### src/rtl/adder_subtractor.sv
// Registered N-bit ripple-carry adder/subtractor with carry, signed overflow,
// zero and negative flags; one-cycle latency, results held while idle.
module adder_subtractor #(
  parameter int unsigned N = 4
) (
  input  logic         clk,
  input  logic         rst_n,
  input  logic         in_valid,
  input  logic [N-1:0] a,
  input  logic [N-1:0] b,
  input  logic         sub,
  output logic         out_valid,
  output logic [N-1:0] sum,
  output logic         cout,
  output logic         overflow,
  output logic         zero,
  output logic         neg
);

  logic [N-1:0] b_eff_c;
  logic [N-1:0] sum_c;
  logic [N:0]   carry_c;
  logic         overflow_c;

  // Subtraction is A + ~B + 1: invert B and inject sub as carry-in.
  assign b_eff_c    = b ^ {N{sub}};
  assign carry_c[0] = sub;

  for (genvar i = 0; i < N; i++) begin : g_fa
    assign sum_c[i]       = a[i] ^ b_eff_c[i] ^ carry_c[i];
    assign carry_c[i+1]   = (a[i] & b_eff_c[i]) | (carry_c[i] & (a[i] ^ b_eff_c[i]));
  end

  assign overflow_c = (a[N-1] == b_eff_c[N-1]) && (sum_c[N-1] != a[N-1]);

  // Result registers update only on valid input; out_valid tracks in_valid.
  always_ff @(posedge clk or negedge rst_n) begin
    if (!rst_n) begin
      out_valid <= 1'b0;
      sum       <= '0;
      cout      <= 1'b0;
      overflow  <= 1'b0;
      zero      <= 1'b0;
      neg       <= 1'b0;
    end else begin
      out_valid <= in_valid;
      if (in_valid) begin
        sum      <= sum_c;
        cout     <= carry_c[N];
        overflow <= overflow_c;
        zero     <= (sum_c == '0);
        neg      <= sum_c[N-1];
      end
    end
  end

endmodule

### config.mk
export PLATFORM = sky130hd
export DESIGN_NAME = adder_subtractor
export DESIGN_NICKNAME = d
export VERILOG_FILES = /design/src/rtl/adder_subtractor.sv
export SDC_FILE = /design/constraint.sdc
export NUM_CORES = 1
export LEC_CHECK = 0
export CAP_MARGIN = 20
export CORE_AREA = 2 2 39 41
export CTS_CLUSTER_SIZE = 24
export DETAILED_ROUTE_END_ITERATION = 16
export DIE_AREA = 0 0 41 43
export PLACE_DENSITY = 0.68
export SLEW_MARGIN = 20
export SYNTH_ARGS = -nofsm -noshare
export SYNTH_HDL_FRONTEND = slang
export SYNTH_SLANG_ARGS = --single-unit
### constraint.sdc
create_clock -name clk -period 1 [get_ports clk]
set_input_delay 0.15 -clock clk [delete_from_list [all_inputs] [get_ports clk]]
set_output_delay 0.15 -clock clk [all_outputs]
set_load 0.005 [all_outputs]
* Word-level counts from Yosys, hierarchy flattened
Index checks and enable logic that the tools add are counted.
Storage, ports and cells: flip-flop bits (word level) 9, bits of input ports 12, output and inout port bits 9, logic and storage cells 31
Operators by class: equality and inequality tests 2, bitwise gates (word level) 21, reduce and logical (&&, ||, !) cells 2
Operators with widths (count):
- bitwise AND 1 bit | 8
- bitwise XOR 1 bit | 8
- logical NOT 4 bit | 1
- OR 1 bit | 4
- bitwise XOR 4 bit | 1
- equality test 1 bit | 1
- logical AND 1 bit | 1
- inequality test 1 bit | 1

* Logic depth before layout (Yosys ltp)
depth after elaboration 11, depth in mapped cells 7, mapped depth without buffers 7

* Least setup slack after synthesis
OpenSTA, ideal clock, no wires.
path kind input port to flip-flop, start point input b[1], end point register zero, setup time 0.066 ns, arrival time 1.893 ns, required time 0.934 ns, setup slack -0.959 ns, stages 7, buffers on the path 0, path through xnor2_1 -> fa_1 -> fa_1 -> inv_1 -> fa_1 -> and4b_1 -> a22o_1
Between the ends: longest elaborated chain between the ends 8, elaborated cells between the ends (all ways) 11, classes of those cells bitwise (10); reduce/logical (1)
RTL lines:
- from (decl) | RTL line 10 | input logic [N-1:0] b,
- bitwise XOR 4 bit * | RTL line 26 | assign b_eff_c = b ^ {N{sub}};
- bitwise XOR 1 bit | RTL line 31 | assign carry_c[i+1] = (a[i] & b_eff_c[i]) | (carry_c[i] & (a[i] ^ b_eff_c[i]));
- bitwise AND 1 bit | RTL line 31
- OR 1 bit * | RTL line 31
- bitwise AND 1 bit * | RTL line 31
- OR 1 bit * | RTL line 31
- bitwise XOR 1 bit * | RTL line 30 | assign sum_c[i] = a[i] ^ b_eff_c[i] ^ carry_c[i];
- named net sum_c[3] | RTL line 21 | logic [N-1:0] sum_c;
- logical NOT 4 bit * | RTL line 51 | zero <= (sum_c == '0);
- to (signal assigned) | RTL line 51
- to (decl) | RTL line 16 | output logic zero,
Mark *: on every way through the listed nets, which the timed path passes. The rest lies on a longest branch. A chain may end at the register's enable or synchronous reset.

* Worst setup path in the final report
start point input b[0], end point register overflow
Between the ends: longest elaborated chain between the ends 11, elaborated cells between the ends (all ways) 12, classes of those cells eq/ne (1); bitwise (10); reduce/logical (1)
RTL lines:
- bitwise XOR 4 bit * | RTL line 26
- bitwise XOR 1 bit | RTL line 31
- bitwise AND 1 bit | RTL line 31
- OR 1 bit * | RTL line 31
- bitwise AND 1 bit * | RTL line 31
- OR 1 bit * | RTL line 31
- bitwise AND 1 bit * | RTL line 31
- OR 1 bit * | RTL line 31
- bitwise XOR 1 bit * | RTL line 30
- named net sum_c[3] | RTL line 21
- inequality test 1 bit * | RTL line 34 | assign overflow_c = (a[N-1] == b_eff_c[N-1]) && (sum_c[N-1] != a[N-1]);
- logical AND 1 bit * | RTL line 34
- to (signal assigned) | RTL line 50 | overflow <= overflow_c;
- to (decl) | RTL line 15 | output logic overflow,
Marks and branches as above.

==> Implementation_results.wiki <==
{| class="wikitable"
! Metric !! Value
|-
| Cell Chain, Critical Path || buf_8, mux2i_2, fa_2, fa_2, inv_2, fa_2, xnor2_1, o31ai_1
|-
| Main combinational cell family by area after synthesis || adder cells
|-
| Finished layout cell area || 777 um^2
|-
| Hold violation total from the final report || 0
|-
| Count of port buffers added during placement || 20
|-
| Largest net degree at the start of global routing || 9
|-
| Total Power Consumption || 0.00111 W
|-
| Worst IR drop on VDD || 0.000611 V
|-
| PwrDens || 1430 nW/um^2
|-
| Maximum buffer depth of the clock tree || 2
|-
| Critical Path Most Common Cell || sky130_fd_sc_hd__fa_2
|-
| Simple-gate share of the synthesized area || 7.28%
|-
| Overall die area || 1760 um^2
|-
| Initial standard-cell utilization of the core || 32.3%
|-
| Adder-cell share of the synthesized area || 16.2%
|-
| Post-detail-place hpwl || 709 um
|-
| Final Cycle Share || 179%
|-
| DRT Pass-1 Iters || 1
|-
| Area delta synth->final || 73.9%
|-
| Fin nets || 87
|-
| Placed standard-cell area || 728 um^2
|-
| Max Clk Rate || 559 MHz
|-
| Crit path max-delay cell type || sky130_fd_sc_hd__fa_2
|-
| Violations in the final reports || setup timing
|-
| TritonCTS buffer count || 3
|-
| Mapped Nets || 52
|-
| Slack of the worst reg-to-reg path || 0.01 ns
|-
| Final ANT Viol Nets || 0
|-
| Final Worst Setup Slack || -0.789 ns
|-
| Final setup violating endpoints || 6
|-
| Vias in the first global route || 392
|-
| Violation count after the first detailed-routing iteration || 0
|-
| Multiplexer share of the synthesized area || 7.28%
|-
| Cell count after synthesis || 36
|-
| Average footprint of a synthesized cell || 12.4 um^2
|-
| Per-cell routed wire length || 10.5 um
|-
| Overall routed net length || 895 um
|-
| Via density || 4.49
|-
| Number of antenna violations at the first check in global routing || 0
|-
| Clock sink count || 8
|-
| Final weighted congestion in routability-driven placement || 0.708
|-
| Sequential fraction of the synthesis area || 44.8%
|-
| Max Cap Violations || 0
|-
| Largest driver fanout on the critical path || 3
|-
| Proportion of total power due to net switching || 27.0%
|-
| Post-layout minimum cycle time || 1.79 ns
|-
| Warnings from Yosys || 0
|-
| Arrival @ worst endpoint || 1.95 ns
|-
| Kind of end point of the critical path || flip-flop
|-
| Residual DRC || 0
|-
| Vertical die dimension || 43 um
|-
| Count of hold buffers inserted by post-cts repair || 0
|-
| Number of distinct standard cells referenced by the synthesized netlist || 17
|-
| Terminus of the critical flop-to-flop path || neg
|-
| CP max stage delay || 0.43 ns
|-
| Count of cells along the worst register-to-register path || 3
|-
| Relative contribution of sequential cells to total power || 37.3%
|-
| Leak pwr || 0.376 nW
|-
| Cell-internal power || 0.000811 W
|-
| Placement row count || 14
|-
| Sum of negative setup slack || -2.92 ns
|-
| Launch instance of the worst register-to-register path || neg
|-
| Setup slack at placement || -1.57 ns
|-
| Total I/O pin count || 21
|-
| Data required time of the critical path || 1.17 ns
|-
| Share of the synthesized netlist area taken by xor and xnor gates || 9.80%
|-
| Slew headroom || 75.3%
|-
| Area of the mapped netlist || 447 um^2
|-
| Relative contribution of the clock network to total power || 22.3%
|-
| Slew at the pin with the worst max-slew slack || 0.370 ns
|-
| CTS H-Tree Depth || 1
|-
| Fraction of the mapped netlist area in compound gates || 7.00%
|-
| Outcome || finished with violations
|-
| Crit path launch || b[0]
|-
| Diodes inserted || 0
|-
| Category of the most critical setup path || input port to flip-flop
|-
| Clk root buf || sky130_fd_sc_hd__clkbuf_4
|-
| End point of the critical path || overflow
|-
| TritonCTS clock tree || done
|-
| Clock Pin Slew Worst Setup and Hold Paths || 0.06 ns
|-
| Switch Pwr || 0.000301 W
|-
| Final Max Tran Viols || 0
|-
| Overflow left after global routing || 0
|-
| Global-route wire length before repair || 1.44 mm
|-
| Clock latency of the later-clocked register in the worst-skew pair || 0.25 ns
|-
| Combinational Power Share || 40.4%
|-
| Share of cells above drive strength 1 || 53.6%
|-
| Worst hold-check path type || input port to async pin
|-
| Unrepaired setup endpoints after global routing || yes
|-
| Via count || 382
|-
| Kind of start point of the critical path || input port
|-
| Layout Skew || 0 ns
|-
| Global-route usage over all layers || 12.8%
|-
| Die span in x || 41 um
|-
| Register bit total from synthesis || 8
|-
| Placeable core area || 1380 um^2
|}
[stage by stage]
step | std cells | hold slack, ns | utilization (%)
2_1_floorplan | 36 | -0.146 | -
6_report | 85 | 0.175 | 56.1
3_3_place_gp | 77 | 0.440 | 52.6
3_5_place_dp | 77 | 0.456 | 52.6
4_1_cts | 86 | 0.187 | 59.4
5_1_grt | 85 | 0.220 | 56.1
[cell usage after synthesis]
| library cell | count | area, um^2 |
|---|---|---|
| sky130_fd_sc_hd__o21ai_0 | 2 | 10.0 |
| sky130_fd_sc_hd__mux2i_1 | 1 | 10.0 |
| sky130_fd_sc_hd__inv_1 | 4 | 15.0 |
| sky130_fd_sc_hd__fa_1 | 3 | 60.1 |
| sky130_fd_sc_hd__xor2_1 | 1 | 8.76 |
| sky130_fd_sc_hd__ha_1 | 1 | 12.5 |
| sky130_fd_sc_hd__buf_6 | 1 | 11.3 |
| sky130_fd_sc_hd__o31ai_1 | 1 | 7.51 |
| sky130_fd_sc_hd__mux2_2 | 2 | 22.5 |
| sky130_fd_sc_hd__nor2_1 | 1 | 3.75 |
| sky130_fd_sc_hd__a22o_1 | 1 | 8.76 |
| sky130_fd_sc_hd__buf_4 | 1 | 7.51 |
| sky130_fd_sc_hd__a21oi_1 | 1 | 5.00 |
| sky130_fd_sc_hd__dfrtp_1 | 8 | 200 |
| sky130_fd_sc_hd__and4b_1 | 1 | 10.0 |
| sky130_fd_sc_hd__xnor2_1 | 4 | 35.0 |
| sky130_fd_sc_hd__nand2b_1 | 3 | 18.8 |
[cell usage in the layout, fill, tap and decap left out, drive strengths merged]
| cell type | count |
|---|---|
| xor2 | 1 |
| nor2 | 1 |
| clkbuf | 10 |
| nand2b | 3 |
| xnor2 | 4 |
| buf | 17 |
| a21oi | 1 |
| ha | 1 |
| dlygate4sd2 | 1 |
| mux2 | 2 |
| inv | 4 |
| clkdlybuf4s50 | 5 |
| fa | 3 |
| mux2i | 1 |
| dfrtp | 8 |
| o31ai | 1 |
| o21ai | 2 |
| a22o | 1 |
| clkdlybuf4s15 | 2 |
| and4b | 1 |
[worst max-delay path: cells and delay by family]
kind | cells | cell delay, ns
xor gates and xnor gates | 1 | 0.14
AOI/OAI and AO/OA | 1 | 0.22
adders and majority gates | 3 | 1.13
buffers and inverters | 2 | 0.17
muxes | 1 | 0.14
[worst min path at each step]
stage	endpoint	cells past startpoint	start	slack, ns
after CTS	neg	1	rst_n	0.19
after detailed placement	neg	1	rst_n	0.46
after global routing	neg	1	rst_n	0.22
final	overflow	1	rst_n	0.17
after floorplan	cout	0	rst_n	-0.15
after global placement	out_valid	1	rst_n	0.44
[timing repair]
action,4_1_cts,5_1_grt
resized for setup,52,9
setup buffers,6,0
setup endpoints to repair,15,14
pin swaps,6,6
[power by group through the flow]
stage | registers, W | clock network (W) | logic (W)
final | 0.000414 | 0.000248 | 0.000449
after floorplan | 0.000427 | 0 | 0.000180
after detailed placement | 0.000421 | 0 | 0.000439
after global routing | 0.000423 | 0.000267 | 0.000494
after global placement | 0.000419 | 0 | 0.000430
after CTS | 0.000414 | 0.000250 | 0.000516
[cell type report]
| type | instances | area [um^2] |
|---|---|---|
| Multi-Input combinational cell | 22 | 254 |
| Sequential cell | 8 | 200 |
| Timing Repair Buffer | 32 | 265 |
| Clock buffer | 3 | 22.5 |
| Tap cell | 16 | 20.0 |
| Fill cell | 126 | 607 |
| Inverter | 4 | 15.0 |
[routing by layer]
metal | global-route usage (%) | wire (um) | vias to the layer above
met5 | 0 | 0 | -
met1 | 13.2 | 304 | 182
met3 | 1.57 | 54 | 3
met2 | 20.3 | 514 | 16
li1 | - | - | 181
met4 | 12.0 | 22 | 0
[cell families after synthesis]
group                    Yosys count
buffers and inverters              6
multiplexers                       3
AND/OR/NAND/NOR                    5
adder cells (fa/ha/maj)            4
XOR/XNOR                           5
AO/OA/AOI/OAI                      5
flip-flops                         8
[state kept, by name (all words and copies together), names as in the netlist]
signal and count:
sum 3, overflow 1, out_valid 1, neg 1, zero 1, cout 1
(Power assumes the default switching activity.)
